<file path="src/rtl/serial_adder.sv">
`timescale 1ns/1ps
`default_nettype none
// ============================================================================
//  Module   : serial_adder
//  Purpose  : Bit-serial adder/subtractor. A single full-adder cell and a
//             carry flip-flop are reused over WIDTH clock cycles to produce a
//             WIDTH-bit sum (a+b+cin) or difference (a-b-cin), together with
//             carry-out and signed overflow. A start/busy/done handshake lets
//             a controller issue back-to-back operations.
//  Revision : 1.0 - initial release
// ----------------------------------------------------------------------------
//  Parameters
//    WIDTH    operand/result width in bits (2..32)
//  Ports
//    clk      rising-edge clock
//    rst      synchronous, active-high reset
//    start_i  request a new operation (ignored while busy_o=1)
//    sub_i    0: a+b+cin, 1: a-b-cin (sampled with start_i)
//    a_i      operand A (sampled with start_i)
//    b_i      operand B (sampled with start_i)
//    cin_i    carry-in / borrow-in (sampled with start_i)
//    busy_o   high while bits are being processed
//    done_o   one-cycle pulse in the cycle results are updated
//    sum_o    registered result, held until the next completion
//    cout_o   carry-out; in subtract mode 1 means no borrow
//    ovf_o    signed overflow (carry into MSB XOR carry out of MSB)
// ============================================================================
module serial_adder #(
  parameter int WIDTH = 8
) (
  input  logic             clk,
  input  logic             rst,
  input  logic             start_i,
  input  logic             sub_i,
  input  logic [WIDTH-1:0] a_i,
  input  logic [WIDTH-1:0] b_i,
  input  logic             cin_i,
  output logic             busy_o,
  output logic             done_o,
  output logic [WIDTH-1:0] sum_o,
  output logic             cout_o,
  output logic             ovf_o
);

  localparam int                CNT_W    = $clog2(WIDTH);
  localparam logic [CNT_W-1:0] LAST_BIT = CNT_W'(WIDTH - 1);

  typedef enum logic [1:0] {
    S_IDLE = 2'd0,
    S_RUN  = 2'd1,
    S_DONE = 2'd2
  } state_e;

  state_e             state_q, state_d;
  logic [WIDTH-1:0]   sa_q, sa_d;      // operand A shift register
  logic [WIDTH-1:0]   sb_q, sb_d;      // operand B (or ~B) shift register
  // Partial-result register only needs WIDTH-1 bits: the last sum bit goes
  // straight from the adder into sum_q on the completion edge.
  logic [WIDTH-2:0]   sr_q, sr_d;
  logic               carry_q, carry_d;
  logic [CNT_W-1:0]   cnt_q, cnt_d;
  logic [WIDTH-1:0]   sum_q, sum_d;
  logic               cout_q, cout_d;
  logic               ovf_q, ovf_d;

  // Shared full-adder cell
  logic               fa_sum;
  logic               fa_carry;
  logic [WIDTH-1:0]   sr_shifted;      // new sum bit entering from the MSB side

  assign fa_sum     = sa_q[0] ^ sb_q[0] ^ carry_q;
  assign fa_carry   = (sa_q[0] & sb_q[0]) | (carry_q & (sa_q[0] ^ sb_q[0]));
  assign sr_shifted = {fa_sum, sr_q};

  // --------------------------------------------------------------------------
  // Next-state, datapath and output decode
  // --------------------------------------------------------------------------
  always_comb begin
    state_d = state_q;
    sa_d    = sa_q;
    sb_d    = sb_q;
    sr_d    = sr_q;
    carry_d = carry_q;
    cnt_d   = cnt_q;
    sum_d   = sum_q;
    cout_d  = cout_q;
    ovf_d   = ovf_q;

    unique case (state_q)
      S_IDLE, S_DONE: begin
        if (start_i) begin
          // Subtraction is a + ~b + ~cin, so invert B and the borrow-in once
          // here and run the same adder afterwards.
          sa_d    = a_i;
          sb_d    = sub_i ? ~b_i : b_i;
          carry_d = cin_i ^ sub_i;
          sr_d    = '0;
          cnt_d   = '0;
          state_d = S_RUN;
        end else begin
          state_d = S_IDLE;
        end
      end

      S_RUN: begin
        sa_d    = {1'b0, sa_q[WIDTH-1:1]};
        sb_d    = {1'b0, sb_q[WIDTH-1:1]};
        sr_d    = sr_shifted[WIDTH-1:1];
        carry_d = fa_carry;
        cnt_d   = cnt_q + CNT_W'(1);
        if (cnt_q == LAST_BIT) begin
          // carry_q is the carry into the MSB at this point.
          sum_d   = sr_shifted;
          cout_d  = fa_carry;
          ovf_d   = carry_q ^ fa_carry;
          cnt_d   = '0;
          state_d = S_DONE;
        end
      end

      default: begin
        state_d = S_IDLE;
      end
    endcase
  end

  // --------------------------------------------------------------------------
  // State and datapath registers
  // --------------------------------------------------------------------------
  always_ff @(posedge clk) begin
    if (rst) begin
      state_q <= S_IDLE;
      sa_q    <= '0;
      sb_q    <= '0;
      sr_q    <= '0;
      carry_q <= 1'b0;
      cnt_q   <= '0;
      sum_q   <= '0;
      cout_q  <= 1'b0;
      ovf_q   <= 1'b0;
    end else begin
      state_q <= state_d;
      sa_q    <= sa_d;
      sb_q    <= sb_d;
      sr_q    <= sr_d;
      carry_q <= carry_d;
      cnt_q   <= cnt_d;
      sum_q   <= sum_d;
      cout_q  <= cout_d;
      ovf_q   <= ovf_d;
    end
  end

  assign busy_o = (state_q == S_RUN);
  assign done_o = (state_q == S_DONE);
  assign sum_o  = sum_q;
  assign cout_o = cout_q;
  assign ovf_o  = ovf_q;

endmodule
`default_nettype wire

</file>
<file path="config.mk">
export PLATFORM = sky130hd
export DESIGN_NAME = serial_adder
export DESIGN_NICKNAME = d
export VERILOG_FILES = /design/src/rtl/serial_adder.sv
export SDC_FILE = /design/constraint.sdc
export NUM_CORES = 1
export LEC_CHECK = 0
export CAP_MARGIN = 20
export CORE_ASPECT_RATIO = 1.4
export CORE_MARGIN = 2
export CORE_UTILIZATION = 54
export DETAILED_ROUTE_END_ITERATION = 10
export PLACE_DENSITY = 0.87
export SLEW_MARGIN = 20
export SYNTH_ARGS = -nofsm -noshare
export SYNTH_HDL_FRONTEND = slang
export SYNTH_SLANG_ARGS = --single-unit
</file>
<file path="constraint.sdc">
create_clock -name clk -period 2.8 [get_ports clk]
set_input_delay 0.56 -clock clk [delete_from_list [all_inputs] [get_ports clk]]
set_output_delay 0.56 -clock clk [all_outputs]
set_load 0.02 [all_outputs]
</file>
==> flow_metrics.tcl, run 1 <==
set metrics [dict create \
    finalSetupViolCount 0 \
    post_cts_resized 0 \
    die_h_um 69.0 \
    avgViaCountPerCell 5.58 \
    grt-ovfl-total 0 \
    tns_ns 0 \
    drive_gt1_share_pct 4.23 \
    end_kind "output port" \
    dp_hpwl_um 2130 \
    power_leakage_nw 0.695 \
    switching_power_w 0.000263 \
    syn_avg_cell_area_um2 8.67 \
    cp_data_required_time_ns 2.24 \
    path_clk_slew_ns 0.07 \
    peakVddDrop_mv 0.441 \
    clkSinkCount 39 \
    grt_max_degree 29 \
    syn_area_um2 1630 \
    drtIter0Drc 59 \
    num_vias 1394 \
    crit_end "busy_o" \
    hold_class "reg -> reg" \
    drt-wirelength-per-cell_um 12.4 \
    path_class "reg -> out" \
    place_ws_ns 0.713 \
    root_buffer "clkbuf_8" \
    postCtsSetupBuffers 0 \
    die_w_um 50.4 \
    reg2regPathDepth 3 \
    slew_headroom_pct 35.7 \
    numCtsBuffers 5 \
    r2r_slack_ns 1.19 \
    clkPwrFrac_pct 32.1 \
    grt_first_pass_wirelength_um 5370 \
    power.internal_w 0.000805 \
    cpPeakStageDelay_ns 0.68 \
    cp_max_fo 25 \
    grt.total_usage_pct 20.5 \
    synth_area_leaders "dfxtp_1 48%, a21oi_1 11%, nand3_1 8.0%, a22oi_1 6.9%, nand2_1 6.7%" \
    synthCells 188 \
    drv_slew 0 \
    cp-start-kind "flop" \
    grt_pass1_vias 1260 \
    cp-startpoint "state_q[0]$_SDFFE_PP0P_" \
    status "complete, no violations" \
    dr.pass1.iters 4 \
    gp_congestion 0.722 \
    cap_violations 0 \
    yosysUniqueCellTypes 23 \
    syn_to_final_growth_pct 22.3 \
    syn_nets 212 \
    skew_ns 0.00299 \
    fin_crit_ns 2.40 \
    cts_buffer_depth 2 \
    synth_top_area_cell "dfxtp_1" \
    p_seq_share_pct 55.5 \
    io_buffers 32 \
    worstPathArrival_ns 1.84 \
    setup_ws_ns 0.402 \
    htreeDepth 2 \
    cts_tree "built" \
    yosysWarnings 0 \
    finalCritPeriodShare_pct 85.6 \
    clk_latency_ns 0.29 \
    synth.top_cell.area_share_pct 47.9 \
    grt_setup_unrepaired "false" \
    route.detailed.drc 0 \
    ioPinCount 33 \
    crit_chain "nand2b_1, inv_2, clkdlybuf4s50_1" \
    diodes 0 \
    rows 23 \
    combPwrFrac_pct 12.5 \
    antenna_found_initial 0 \
    start_util_pct 56.6 \
    hold_buffers 0 \
    whs_ns 0.451 \
    core_um2 2880 \
    fmax_ghz 0.417 \
    hold_path_depth 2 \
    slowest_stage "clkdlybuf4s50_1" \
    wirelength_um 3100 \
    antenna_left 0 \
    hold_viol_final 0 \
    r2r-end "sa_q[2]$_SDFFE_PP0P_" \
    ys_ff_latch 39 \
    nets 238 \
    die_area_um2 3480 \
    netSwitchingFraction_pct 24.6 \
    tightest_slew_ns 0.965 \
    p_per_area_nw_per_um2 536 \
    ys_seq_area_share_pct 47.9 \
    crit-reg2reg-launch "state_q[0]$_SDFFE_PP0P_" \
]
-- cell type report --
type / instances / area, µm²
sequential: 39 / 781
clock buffer: 6 / 72.6
inverter: 1 / 3.75
fill: 253 / 886
timing repair buffer: 35 / 343
multi-input combinational: 132 / 746
tap: 37 / 46.3
-- worst min path at each step --
stage / startpoint / to / slack (ns)
after global placement: sr_q[0]$_SDFFE_PP0P_ / sum_o[0]$_SDFFE_PP0P_ / 0.44
final: sum_o[3]$_SDFFE_PP0P_ / sum_o[3]$_SDFFE_PP0P_ / 0.45
after floorplan: sr_q[0]$_SDFFE_PP0P_ / sum_o[0]$_SDFFE_PP0P_ / 0.43
after CTS: sum_o[7]$_SDFFE_PP0P_ / sum_o[7]$_SDFFE_PP0P_ / 0.46
after detailed placement: sum_o[7]$_SDFFE_PP0P_ / sum_o[7]$_SDFFE_PP0P_ / 0.45
after global routing: sr_q[0]$_SDFFE_PP0P_ / sum_o[0]$_SDFFE_PP0P_ / 0.46
-- cells in the mapped netlist --
| master | count |
|---|---|
| nor2_1 | 4 |
| and3b_1 | 1 |
| buf_6 | 2 |
| ha_1 | 2 |
| xnor2_1 | 1 |
| dfxtp_1 | 39 |
| buf_4 | 4 |
| nand2b_1 | 2 |
| a22oi_1 | 15 |
| inv_2 | 1 |
| buf_2 | 7 |
| nand2_1 | 29 |
| o21a_1 | 1 |
| nor4b_1 | 1 |
| a31oi_1 | 1 |
| nand3_1 | 26 |
| nand3b_1 | 1 |
| nor2b_1 | 2 |
| a211oi_1 | 1 |
| a21oi_1 | 35 |
| fa_1 | 1 |
| xor2_1 | 9 |
| clkbuf_1 | 3 |
-- stage by stage --
step	area, µm²	power (W)	std cells	util, %
finish	1990	0.00107	250	69.2
global route	1990	0.00112	250	69.2
CTS	1990	0.00108	250	69.2
detailed placement	1920	0.000738	244	66.7
global placement	1920	0.000732	244	66.7
floorplan	1630	0.000697	188	-
-- metal layers --
| layer | up-vias | wire, µm | global-route usage [%] |
|---|---|---|---|
| met5 | - | 0 | 0 |
| met4 | 0 | 64 | 11.5 |
| met3 | 6 | 145 | 6.25 |
| met2 | 37 | 1600 | 36.7 |
| met1 | 648 | 1290 | 21.4 |
| li1 | 703 | - | - |
-- placed cells by master, fill, tap and decap left out, types with 2 or more instances in the layout --
cell type,Yosys,final
dfxtp_1,39,39
nand3_1,26,26
nand2_1,29,29
nand2b_1,2,2
ha_1,2,2
nor2b_1,2,2
clkdlybuf4s50_1,0,32
nor2_1,4,4
a21oi_1,35,35
a22oi_1,15,15
clkbuf_8,0,5
buf_4,4,3
xor2_1,9,9
-- registers in the layout, indices dropped and copies added (netlist names) --
signal and cells:
sa_q 8, sb_q 8, sum_o 8, sr_q 7
cnt_q 3, state_q 2, carry_q 1, cout_o 1
ovf_o 1
-- cells by family (layout without fill, tap and decap cells) --
| logic type | Yosys count | count (layout) | synth area share (%) |
|---|---|---|---|
| adder cells (fa/ha/maj) | 3 | 3 | 2.76 |
| XOR/XNOR | 10 | 10 | 5.38 |
| flip-flops | 39 | 39 | 47.9 |
| buffers and inverters | 17 | 42 | 6.30 |
| AO/OA/AOI/OAI | 53 | 53 | 19.0 |
| AND/OR/NAND/NOR | 66 | 66 | 18.7 |
-- power by group through the flow --
stage	Sequential, W	Combinational, W	Clock [W]
finish	0.000592	0.000133	0.000342
CTS	0.000592	0.000134	0.000352
detailed placement	0.000604	0.000133	0
global placement	0.000602	0.000130	0
floorplan	0.000601	0.0000963	0
global route	0.000595	0.000150	0.000374
-- critical path: cells and delay by family (launching register included) --
family	cells	cell delay, ns
DFF	1	0.41
buffers and inverters	2	1.02
and+or+nand+nor	1	0.11
Power figures use the tool's default switching activity.
==> inputs of run 2 (changes only) <==
Settings changed: CTS_CLUSTER_DIAMETER set to 120.
==> results of run 2 <==
Final layout, timing and power as in run 1 (identical DEF).
